## src/rtl/fb_wr_sched.sv

```systemverilog
// Framebuffer write-port scheduler: round-robin arbitration of two requesters
// onto the single memory write port, plus a full-screen clear engine.
module fb_wr_sched #(
    parameter int ADDR_W = 11,
    parameter int DATA_W = 12
) (
    input  logic              clk,
    input  logic              rst_n,
    input  logic              a_req,
    input  logic [ADDR_W:0]   a_addr,
    input  logic [DATA_W-1:0] a_data,
    output logic              a_gnt,
    input  logic              b_req,
    input  logic [ADDR_W:0]   b_addr,
    input  logic [DATA_W-1:0] b_data,
    output logic              b_gnt,
    input  logic              clr_start,
    input  logic [DATA_W-1:0] clr_color,
    output logic              clr_busy,
    output logic              clr_done,
    output logic [ADDR_W-1:0] mem_addr,
    output logic              mem_wr0,
    output logic              mem_wr1,
    output logic [DATA_W-1:0] mem_wdata
);

    typedef enum logic [1:0] {IDLE, CLEAR, DONE} state_t;

    state_t              state_q, state_d;
    logic [ADDR_W-1:0]   cnt_q, cnt_d;
    logic [DATA_W-1:0]   color_q, color_d;
    logic                ptr_q, ptr_d;     // 1: B was granted last, so A wins a tie
    logic [ADDR_W-1:0]   mem_addr_q, mem_addr_d;
    logic [DATA_W-1:0]   mem_wdata_q, mem_wdata_d;
    logic                mem_wr0_q, mem_wr0_d;
    logic                mem_wr1_q, mem_wr1_d;
    logic                clr_busy_q, clr_busy_d;
    logic                clr_done_q, clr_done_d;
    logic                arb_ok;

    // Grants are combinational; gating on rst_n keeps them low during reset.
    assign arb_ok = rst_n && (state_q == IDLE) && !clr_start;
    assign a_gnt  = arb_ok && a_req && (!b_req || ptr_q);
    assign b_gnt  = arb_ok && b_req && (!a_req || !ptr_q);

    always_comb begin
        state_d     = state_q;
        cnt_d       = cnt_q;
        color_d     = color_q;
        ptr_d       = ptr_q;
        mem_addr_d  = mem_addr_q;
        mem_wdata_d = mem_wdata_q;
        mem_wr0_d   = 1'b0;
        mem_wr1_d   = 1'b0;
        clr_busy_d  = clr_busy_q;
        clr_done_d  = 1'b0;
        case (state_q)
            IDLE: begin
                if (clr_start) begin
                    // The first clear write is issued on acceptance so it shows next cycle.
                    state_d     = CLEAR;
                    color_d     = clr_color;
                    cnt_d       = '0;
                    mem_addr_d  = '0;
                    mem_wdata_d = clr_color;
                    mem_wr0_d   = 1'b1;
                    mem_wr1_d   = 1'b1;
                    clr_busy_d  = 1'b1;
                end else if (a_gnt) begin
                    mem_addr_d  = a_addr[ADDR_W-1:0];
                    mem_wdata_d = a_data;
                    mem_wr0_d   = !a_addr[ADDR_W];
                    mem_wr1_d   = a_addr[ADDR_W];
                    ptr_d       = 1'b0;
                end else if (b_gnt) begin
                    mem_addr_d  = b_addr[ADDR_W-1:0];
                    mem_wdata_d = b_data;
                    mem_wr0_d   = !b_addr[ADDR_W];
                    mem_wr1_d   = b_addr[ADDR_W];
                    ptr_d       = 1'b1;
                end
            end
            CLEAR: begin
                if (cnt_q == '1) begin
                    state_d    = DONE;
                    clr_done_d = 1'b1;
                end else begin
                    cnt_d       = cnt_q + ADDR_W'(1);
                    mem_addr_d  = cnt_q + ADDR_W'(1);
                    mem_wdata_d = color_q;
                    mem_wr0_d   = 1'b1;
                    mem_wr1_d   = 1'b1;
                end
            end
            DONE: begin
                state_d    = IDLE;
                clr_busy_d = 1'b0;
            end
            default: begin
                state_d    = IDLE;
                clr_busy_d = 1'b0;
            end
        endcase
    end

    always_ff @(posedge clk or negedge rst_n) begin
        if (!rst_n) begin
            state_q     <= IDLE;
            cnt_q       <= '0;
            color_q     <= '0;
            ptr_q       <= 1'b1;
            mem_addr_q  <= '0;
            mem_wdata_q <= '0;
            mem_wr0_q   <= 1'b0;
            mem_wr1_q   <= 1'b0;
            clr_busy_q  <= 1'b0;
            clr_done_q  <= 1'b0;
        end else begin
            state_q     <= state_d;
            cnt_q       <= cnt_d;
            color_q     <= color_d;
            ptr_q       <= ptr_d;
            mem_addr_q  <= mem_addr_d;
            mem_wdata_q <= mem_wdata_d;
            mem_wr0_q   <= mem_wr0_d;
            mem_wr1_q   <= mem_wr1_d;
            clr_busy_q  <= clr_busy_d;
            clr_done_q  <= clr_done_d;
        end
    end

    assign mem_addr  = mem_addr_q;
    assign mem_wdata = mem_wdata_q;
    assign mem_wr0   = mem_wr0_q;
    assign mem_wr1   = mem_wr1_q;
    assign clr_busy  = clr_busy_q;
    assign clr_done  = clr_done_q;

endmodule
```

## config.mk

```make
export PLATFORM = sky130hd
export DESIGN_NAME = fb_wr_sched
export DESIGN_NICKNAME = d
export VERILOG_FILES = /design/src/rtl/fb_wr_sched.sv
export SDC_FILE = /design/constraint.sdc
export NUM_CORES = 1
export LEC_CHECK = 0
export CAP_MARGIN = 20
export CORE_MARGIN = 5
export CORE_UTILIZATION = 35
export CTS_CLUSTER_DIAMETER = 30
export DETAILED_ROUTE_END_ITERATION = 10
export PLACE_DENSITY = 0.62
export SYNTH_ARGS = -nofsm -noshare
export SYNTH_HDL_FRONTEND = slang
export SYNTH_SLANG_ARGS = --single-unit
```

## constraint.sdc

```tcl
create_clock -name clk -period 1.8 [get_ports clk]
set_clock_uncertainty 0.1 [all_clocks]
set_input_delay 0.36 -clock clk [delete_from_list [all_inputs] [get_ports clk]]
set_output_delay 0.36 -clock clk [all_outputs]
set_load 0.1 [all_outputs]
```

==> results.py <==
metrics = {
    "sta": {
        "hold-worst-slack_ns": 0.113,
        "slew_headroom_pct": 65.9,
        "fmax_ghz": 0.485,
        "hold_viol": 0,
        "final_max_slew_viol_count": 0,
        "setup_viol": 42,
        "min_period_ns": 2.06,
        "rsz0062_at_grt": "yes",
        "worst_pin_slew_ns": 0.511,
        "finalCritPeriodShare_pct": 115,
        "setup_slack_ns": -0.261,
    },
    "cts": {
        "clk_path_buf_depth": 2,
        "cts_root_buf": "clkbuf_8",
        "clk_pin_slew_ns": 0.10,
        "h-tree-depth": 2,
        "cts_sinks": 53,
        "cts_tree": "built",
        "numCtsBuffers": 5,
        "clk_latency_ns": 0.31,
    },
    "logic_synthesis": {
        "synthArstFlopShare_pct": 100,
        "synthCells": 319,
        "synth_edf_count": 0,
        "ys_seq_area_share_pct": 42.9,
        "synth_top_cell_area_share_pct": 42.1,
        "synth_nets": 385,
        "synth.most_common_cell": "dfrtp_1",
        "syn_area_um2": 3090,
        "synthTopCellsByArea": "dfrtp_1 42%, nand4_1 7.3%, o31ai_2 6.5%",
        "yosys_warnings": 0,
        "synth_flop_cell": "dfrtp_1",
        "yosys.area.top_type": "dfrtp_1",
        "ys_ff_latch": 53,
        "synthDistinctLibCells": 45,
        "syn_area_per_cell_um2": 9.70,
        "synthTopCellsByCount": "52 x dfrtp_1, 36 x nand4_1, 26 x a21oi_1",
    },
    "power": {
        "p_int_mw": 3.67,
        "power_switching_mw": 3.11,
        "power_leakage_nw": 2.18,
        "pwr-share-comb_pct": 59.2,
        "vdd_ir_drop_max_v": 0.000684,
        "seq_power_share_pct": 28.4,
        "p_sw_share_pct": 45.9,
        "clkPwrFrac_pct": 12.4,
        "p_per_area_nw_per_um2": 1270,
    },
    "placement": {
        "gp_congestion": 0.878,
        "portBuffers": 93,
        "hpwl_mm": 8.00,
    },
    "floorplanning": {
        "pin_count": 94,
        "core_um2": 8680,
        "dieArea_um2": 10800,
        "die_h_um": 104,
        "die_x_um": 104,
        "initial_utilization_pct": 35.6,
        "rows": 34,
    },
    "grt": {
        "grtUsageTotal_pct": 19.6,
        "grt_pass1_vias": 3235,
        "grt_pass1_wl_mm": 17.4,
        "grt_max_degree": 40,
        "grt_overflow": 0,
        "grt_antenna_before_repair": 0,
    },
    "detailed_routing": {
        "finalWirelength_mm": 11.3,
        "drc_errors": 0,
        "drt_pass1_iterations": 5,
        "viasPerCell": 5.73,
        "vias": 3264,
        "wl_per_cell_um": 19.9,
        "ant_nets": 0,
        "drt_iter0_markers": 127,
    },
    "critical_path": {
        "critPathLaunchType": "flip-flop",
        "crit_path_top_delay_cell": "or4b_4",
        "endpoint_kind": "flip-flop",
        "crit_fanout": 7,
        "r2r.worst_path.cells": 6,
        "crit_type": "reg -> reg",
        "cp.arrival_ns": 2.17,
        "path_cells": "buf_4, or4b_4, buf_12, o31ai_4, a21oi_2, o22a_1",
        "crit_required_ns": 1.91,
        "worst_path_largest_cell_delay_ns": 0.61,
    },
    "layout": {
        "fin_util_pct": 61.3,
        "antenna_cells": 0,
        "finalNetCount": 527,
        "multi_input_area_um2": 1840,
        "area_delta_synth_final_pct": 71.9,
        "nFillCells": 721,
        "seq_area_um2": 1330,
        "layout-drive-gt1-share_pct": 37.4,
    },
    "run": {
        "drv_cap": 0,
    },
    "min_path": {
        "hold_class": "in -> async",
    },
    "run_status": {
        "violations": "negative setup slack",
        "status": "complete, but fails checks",
    },
}
-- through the flow --
step                      power (mW)  instances  worst slack [ns]  cell area (um^2)  TNS [ns]
after floorplan                 4.08        319           -0.0173              3130   -0.0695
after global placement          5.70        546            -0.441              4790    -18.39
after detailed placement        5.77        546            -0.471              4790    -19.88
after CTS                       6.65        560            -0.246              5070     -3.23
after global routing            7.08        570            -0.321              5320     -8.78
final                           6.78        570            -0.261              5320     -6.04
-- layout make-up --
class,count,share of cell area (%)
clock buffer,5,1.29
timing repair buffer,166,35.1
sequential,53,25.0
tap,108,2.54
multi-input combinational,227,34.5
inverter,8,0.635
clock inverter,3,0.871
-- cell usage in the layout (no fill, tap or decap), types with 3 or more instances in the layout --
cell	n
a21o_1	7
a21oi_1	18
a21oi_2	7
a31oi_1	4
a41oi_1	3
buf_12	33
buf_4	60
buf_6	5
clkbuf_8	5
clkdlybuf4s50_1	62
dfrtp_1	50
inv_1	7
mux2_2	5
mux2_4	9
nand2_1	22
nand2b_1	3
nand3_1	21
nand4_1	36
nor2_1	9
o21ai_0	5
o22a_1	16
o31ai_2	9
o31ai_4	11
or3_1	3
-- worst paths after layout --
kind / slack (ns) / from / endpoint
setup / recovery: -0.26 / state_q[1]$_DFFE_PN0P_ / mem_wdata[8]$_DFFE_PN0P_
hold / removal: 0.11 / rst_n / cnt_q[0]$_DFFE_PN0P_
setup reg to reg: -0.26 / state_q[1]$_DFFE_PN0P_ / mem_wdata[8]$_DFFE_PN0P_
hold reg to reg: 0.41 / ptr_q$_DFFE_PN1P_ / ptr_q$_DFFE_PN1P_
max in group asynchronous: 0.80 / rst_n / ptr_q$_DFFE_PN1P_
min in group clk: 0.41 / ptr_q$_DFFE_PN1P_ / ptr_q$_DFFE_PN1P_
-- critical path: cells and delay by family, from the launching register on --
kind	cells	cell delay [ns]
and+or+nand+nor	1	0.61
AOI/OAI and AO/OA	3	0.46
DFF	1	0.45
buffers and inverters	2	0.35
-- logic make-up (layout without fill, tap and decap cells) --
logic type,after synthesis,after routing,share of synthesized area (%)
XOR/XNOR,3,3,0.850
adder cells (fa/ha/maj),1,1,0.404
multiplexers,16,16,5.74
buffers and inverters,39,182,5.91
flip-flops,53,53,42.9
AO/OA/AOI/OAI,97,97,24.5
AND/OR/NAND/NOR,110,110,19.7
-- flip-flops by register name (all words and copies together) (netlist names) --
name,flops
mem_wr1,1
mem_wdata,12
mem_wr0,1
color_q,12
cnt_q,11
mem_addr,11
clr_busy,1
state_q,2
ptr_q,1
clr_done,1
-- timing repair --
| action | 4_1_cts | 5_1_grt |
|---|---|---|
| resized for setup | 26 | 35 |
| endpoints found under the setup margin | 46 | 51 |
| pin swaps | 12 | 18 |
| hold buffers | 1 | 0 |
| buffers inserted | 5 | 8 |
| hold endpoints to repair | 13 | 0 |
| gates cloned | 0 | 2 |
-- layer usage --
layer	vias up	part of all wire [%]	global-route usage, %
met5	-	0	0
met4	0	1.2	4.72
met3	15	7.0	3.85
met2	156	49	30.4
met1	1588	43	28.1
li1	1505	-	-
-- power by group through the flow --
| stage | registers (mW) | logic [mW] | clock network, mW |
|---|---|---|---|
| 2_1_floorplan | 3.19 | 0.893 | 0 |
| 3_3_place_gp | 1.93 | 3.78 | 0 |
| 3_5_place_dp | 1.94 | 3.83 | 0 |
| 4_1_cts | 1.92 | 3.88 | 0.852 |
| 5_1_grt | 1.98 | 4.19 | 0.907 |
| 6_report | 1.93 | 4.01 | 0.837 |
No activity file was read; power rests on OpenSTA's default activity.
==> RTL change 1: new RTL, same settings <==
`ADDR_W`: 11 -> 12.
--- a/src/rtl/fb_wr_sched.sv
+++ b/src/rtl/fb_wr_sched.sv
@@ -1,7 +1,7 @@
 // Framebuffer write-port scheduler: round-robin arbitration of two requesters
 // onto the single memory write port, plus a full-screen clear engine.
 module fb_wr_sched #(
-    parameter int ADDR_W = 11,
+    parameter int ADDR_W = 12,
     parameter int DATA_W = 12
 ) (
     input  logic              clk,
Ports: changed (resized a_addr, b_addr and mem_addr); port bits go from 94 to 97. The function was not compared with the original's and may differ.
==> RTL change 1 against the unedited design <==
The run still ends with setup timing left; area after synthesis is 6.6% higher; first-iteration DRC count up 100%; routed wire length rose by 11%; global-route usage grew 1.5 points; sequential power up 21%; design area up 11%; sequential cell count up 2; count of clock-buffer cells in the layout grew 2; utilization grew 2.9 points; combinational power is 36% higher; power rose by 26%; worst setup slack lost 94 ps; non-clock buffer count increased by 14.
==> RTL change 1: results (changes against the unedited design) <==
| Metric | Value |
|---|---|
| Global-route usage over all layers | `21.1% (+1.5 points)` |
| Final setup viols | `53 (+26%)` |
| Commonest cells in the synthesized netlist | `54 x dfrtp_1, 28 x a21oi_1, 24 x nand2_1` |
| Share of cells above drive strength 1 | `42.6% (+5.2 points)` |
| Failing checks | `setup timing` |
| Final wirelength | `12.6 mm (+11%)` |
| DPL Wire Length | `8.57 mm (+7.2%)` |
| Port Buffers | `96 (+3.2%)` |
| Post-route non-filler standard cell count | `606 (+6.3%)` |
| Setup ws final | `-355 ps (-94.2 ps)` |
| CP max-delay cell | `dfrtp_1` |
| Outcome | `finished, violations left` |
| Leakage | `0.00234 uW (+7.3%)` |
| Worst IR Drop VDD | `0.878 mV (+28%)` |
| Final #Nets | `562 (+6.6%)` |
| Post-synthesis sequential area ratio | `41.8% (-1.1 points)` |
| WP data arrival | `1700 ps (-470 ps)` |
| 1st-iter DRT viols | `258 (+100%)` |
| Vias in the first global route | `3463 (+7.0%)` |
| Critical-path maximum fanout | `3 (-4)` |
| Vias per cell | `5.75 (+0.49%)` |
| Clock-pin slew on the worst setup and hold paths | `120 ps (+20 ps)` |
| Crit-path max cell delay | `440 ps (-170 ps)` |
| Final Wtd Congestion | `0.884 (+0.68%)` |
| Syn nets | `406 (+5.5%)` |
| Fillers | `681 (-5.5%)` |
| Max-slew headroom | `51.7% (-14 points)` |
| Syn avg cell area | `9.75 um^2 (+0.56%)` |
## RTL change 1: cell types whose count changed in the layout (fill, tap and decap cells not counted), moves of 5 or more
cell     change
a21o_1      +13
mux2i_1      +5
buf_6       +13
a41oi_2     +16
nand4_1     -15
a31oi_2      +5
buf_4        -6
o22a_1      -13
inv_1        +5
mux2_4       -5
buf_12       +6
## RTL change 1: cells by family (layout without fill, tap and decap cells)
family / Yosys count / count (layout) / synth area share, %
flops: 55 / 55 / 41.8
compound gates: 115 / 115 / 28.2
fa+ha+maj: 1 / 1 / 0.380
mux: 19 / 19 / 6.23
xor+xnor: 3 / 3 / 0.797
simple gates: 98 / 101 / 15.9
buf+inv: 47 / 201 / 6.61
## RTL change 1: layout make-up
type / instances / area, um^2 / area share, %
timing repair buffer: 180 / 2110 / 35.7
sequential: 55 / 1380 / 23.4
tap: 111 / 139 / 2.35
clock inverter: 1 / 7.51 / 0.127
inverter: 13 / 56.3 / 0.953
multi-input combinational: 239 / 2110 / 35.8
clock buffer: 7 / 96.3 / 1.63
## RTL change 1: path summary, 6_finish.rpt
check	cells past startpoint	slack, ps	end	from
max	5	-360	a_gnt	state_q[0]$_DFFE_PN0P_
min	2	220	color_q[1]$_DFFE_PN0P_	rst_n
max reg2reg	6	-310	mem_wdata[6]$_DFFE_PN0P_	state_q[0]$_DFFE_PN0P_
min reg2reg	1	420	color_q[9]$_DFFE_PN0P_	color_q[9]$_DFFE_PN0P_
max in group asynchronous	2	860	cnt_q[3]$_DFFE_PN0P_	rst_n
min in group clk	1	420	color_q[9]$_DFFE_PN0P_	color_q[9]$_DFFE_PN0P_
## RTL change 1: timing repair
| action | 4_1_cts | 5_1_grt |
|---|---|---|
| gates cloned | 6 | 2 |
| pin swaps | 29 | 41 |
| endpoints found under the setup margin | 47 | 53 |
| buffers inserted | 9 | 14 |
| gates resized for setup | 43 | 46 |
## RTL change 1: stage by stage
step	utilization, %	area (um^2)	TNS (ps)	hold slack [ps]
final	64.2	5910	-12130	222
after global routing	64.2	5910	-15110	294
after CTS	60.2	5540	-4800	229
after detailed placement	55.3	5080	-21570	395
after global placement	55.3	5080	-19260	392
after floorplan	-	3390	-3240	-35.6
## RTL change 1: routing by layer
metal	vias to the layer above	share of wire, %	track usage, %
li1	1598	-	-
met1	1734	44	30.5
met2	141	47	33.2
met3	14	7.1	3.49
met4	0	1.3	4.57
met5	-	0	0
## RTL change 1: where the power goes
part / switching, uW / total, uW / leakage [uW] / internal [uW]
Sequential: 559 / 2330 / 0.000663 / 1770
Combinational: 3200 / 5440 / 0.00163 / 2250
Clock: 434 / 785 / 0.0000505 / 352
Total: 4190 / 8560 / 0.00234 / 4370
==> RTL change 2: new RTL, same flow settings <==
Made on the original files. `mem_addr_q` no longer has a reset.
--- a/src/rtl/fb_wr_sched.sv
+++ b/src/rtl/fb_wr_sched.sv
@@ -109,7 +109,6 @@
             cnt_q       <= '0;
             color_q     <= '0;
             ptr_q       <= 1'b1;
-            mem_addr_q  <= '0;
             mem_wdata_q <= '0;
             mem_wr0_q   <= 1'b0;
             mem_wr1_q   <= 1'b0;
@@ -120,13 +119,16 @@
             cnt_q       <= cnt_d;
             color_q     <= color_d;
             ptr_q       <= ptr_d;
-            mem_addr_q  <= mem_addr_d;
             mem_wdata_q <= mem_wdata_d;
             mem_wr0_q   <= mem_wr0_d;
             mem_wr1_q   <= mem_wr1_d;
             clr_busy_q  <= clr_busy_d;
             clr_done_q  <= clr_done_d;
         end
+    end
+
+    always_ff @(posedge clk) begin
+        mem_addr_q <= mem_addr_d;
     end
 
     assign mem_addr  = mem_addr_q;
Behaviour: differs if rst_n is asserted again (counterexample within 4 cycles, from zero or initial values and one cycle with rst_n low); with rst_n held inactive, the same outputs for 10 cycles.
==> RTL change 2 against the unedited design <==
The flow still finishes with violations (setup timing); design area fell by 9.4%; worst setup slack improved by 11 ps; critical path depth fell by 1; area after synthesis fell by 9.7%; sequential cell count did not move; sequential power rose by 6%; global-route usage fell by 1.5 points; routed wire length fell by 23%; utilization rose by 0.77 points; cell count fell by 7.5%; power fell by 4.6%; largest power group unchanged; highest routed layer unchanged.
==> RTL change 2: results (changes against the unedited design) <==
| Metric | Value |
|---|---|
| Post-route non-filler standard cell count | `527 (-7.5%)` |
| Ys async rst share | `79.2% (-21 points)` |
| Worst-margin pin slew | `492 ps (-19.5 ps)` |
| Setup ws final | `-250 ps (+10.9 ps)` |
| Gate Count Post-Synth | `284 (-11%)` |
| R2R Path End | `mem_wdata[0]$_DFFE_PN0P_` |
| Post-synthesis sequential area ratio | `49.5% (+6.6 points)` |
| M1 WL | `3.71 mm (-24%)` |
| Crit-path max cell delay | `450 ps (-160 ps)` |
| Clock buffer cells | `7 (+2)` |
| Met3 routed WL | `473 um (-41%)` |
| Placed Instances | `510 (-6.6%)` |
| Vias | `2689 (-18%)` |
| Post-Route Setup TNS | `-5190 ps (+847 ps)` |
| Hold Slack | `101 ps (-11.7 ps)` |
| Worst setup path endpoint | `a_gnt` |
| Crit. Startpoint | `state_q[0]$_DFFE_PN0P_` |
| Global-route usage over all layers | `18.1% (-1.5 points)` |
| Pin count of the biggest net entering global routing | `37 (-7.5%)` |
| WP depth | `5 (-1)` |
| DRT Pass-1 Iters | `4 (-1)` |
| Post-synth EDFFs | `11 (+11)` |
| Met1 Use GR | `23.6% (-4.5 points)` |
| Final setup viols | `36 (-14%)` |
| Cell variety after synth | `41 (-8.9%)` |
| Final Wtd Congestion | `0.802 (-8.7%)` |
| Outcome | `finished, violations left` |
| GRT met3 Usage | `3.23% (-0.62 points)` |
| 1st-iter DRT viols | `91 (-28%)` |
| Worst R2R Path Depth | `7 (+1)` |
| Placed Area | `0.00453 mm^2 (-5.5%)` |
| Wire per inst | `16.6 um (-17%)` |
| Final #Nets | `490 (-7.0%)` |
| Critical-path maximum fanout | `2 (-5)` |
| DPL Wire Length | `6.75 mm (-16%)` |
| WP data arrival | `1590 ps (-580 ps)` |
| Leakage | `0.00207 uW (-5.1%)` |
| R2R Setup Slk | `-180 ps (+80 ps)` |
| Worst IR Drop VDD | `0.913 mV (+33%)` |
| Failing checks | `setup timing` |
| Vias in the first global route | `2942 (-9.1%)` |
| Setup bufs post-CTS | `6 (+1)` |
| Sequential cell area share | `28.7% (+3.7 points)` |
| Multi-input gates | `206 (-9.3%)` |
| Die W | `99.3 um (-4.5%)` |
| Non-clock buffer share of cell area | `36.4% (+1.3 points)` |
| Share of cells above drive strength 1 | `32.2% (-5.2 points)` |
| Crit path max-delay family | `flip-flops` |
| Met2 Use GR | `31.4% (+0.93 points)` |
==> RTL change 2: cell types whose count changed after synthesis, moves of 6 or more <==
cell,unedited run,this run
a21o_1,7,0
a41oi_2,0,9
and3_1,1,12
buf_2,11,5
dfrtp_1,52,41
edfxtp_1,0,11
mux2_2,14,2
mux2i_1,2,14
nand2_1,22,62
nand4_1,36,1
o22a_1,16,0
o22ai_1,0,10
o31ai_2,16,0
==> RTL change 2: cell families (layout without fill, tap and decap cells) <==
family                     count (synthesis)  in the layout  synth area share (%)
xor gates and xnor gates                   8              8                  2.51
muxes                                     16             16                  5.83
buffers and inverters                     25            166                  3.85
AOI/OAI and AO/OA                         64             64                  17.2
DFF                                       53             53                  49.5
and+or+nand+nor                          117            117                  20.6
adders and majority gates                  1              1                 0.448
==> RTL change 2: power by group <==
group | internal (uW) | switching [uW] | total, uW | leakage (uW)
sequential | 1690 | 360 | 2050 | 0.000617
clock | 276 | 383 | 659 | 0.0000385
combinational | 1520 | 2230 | 3750 | 0.00142
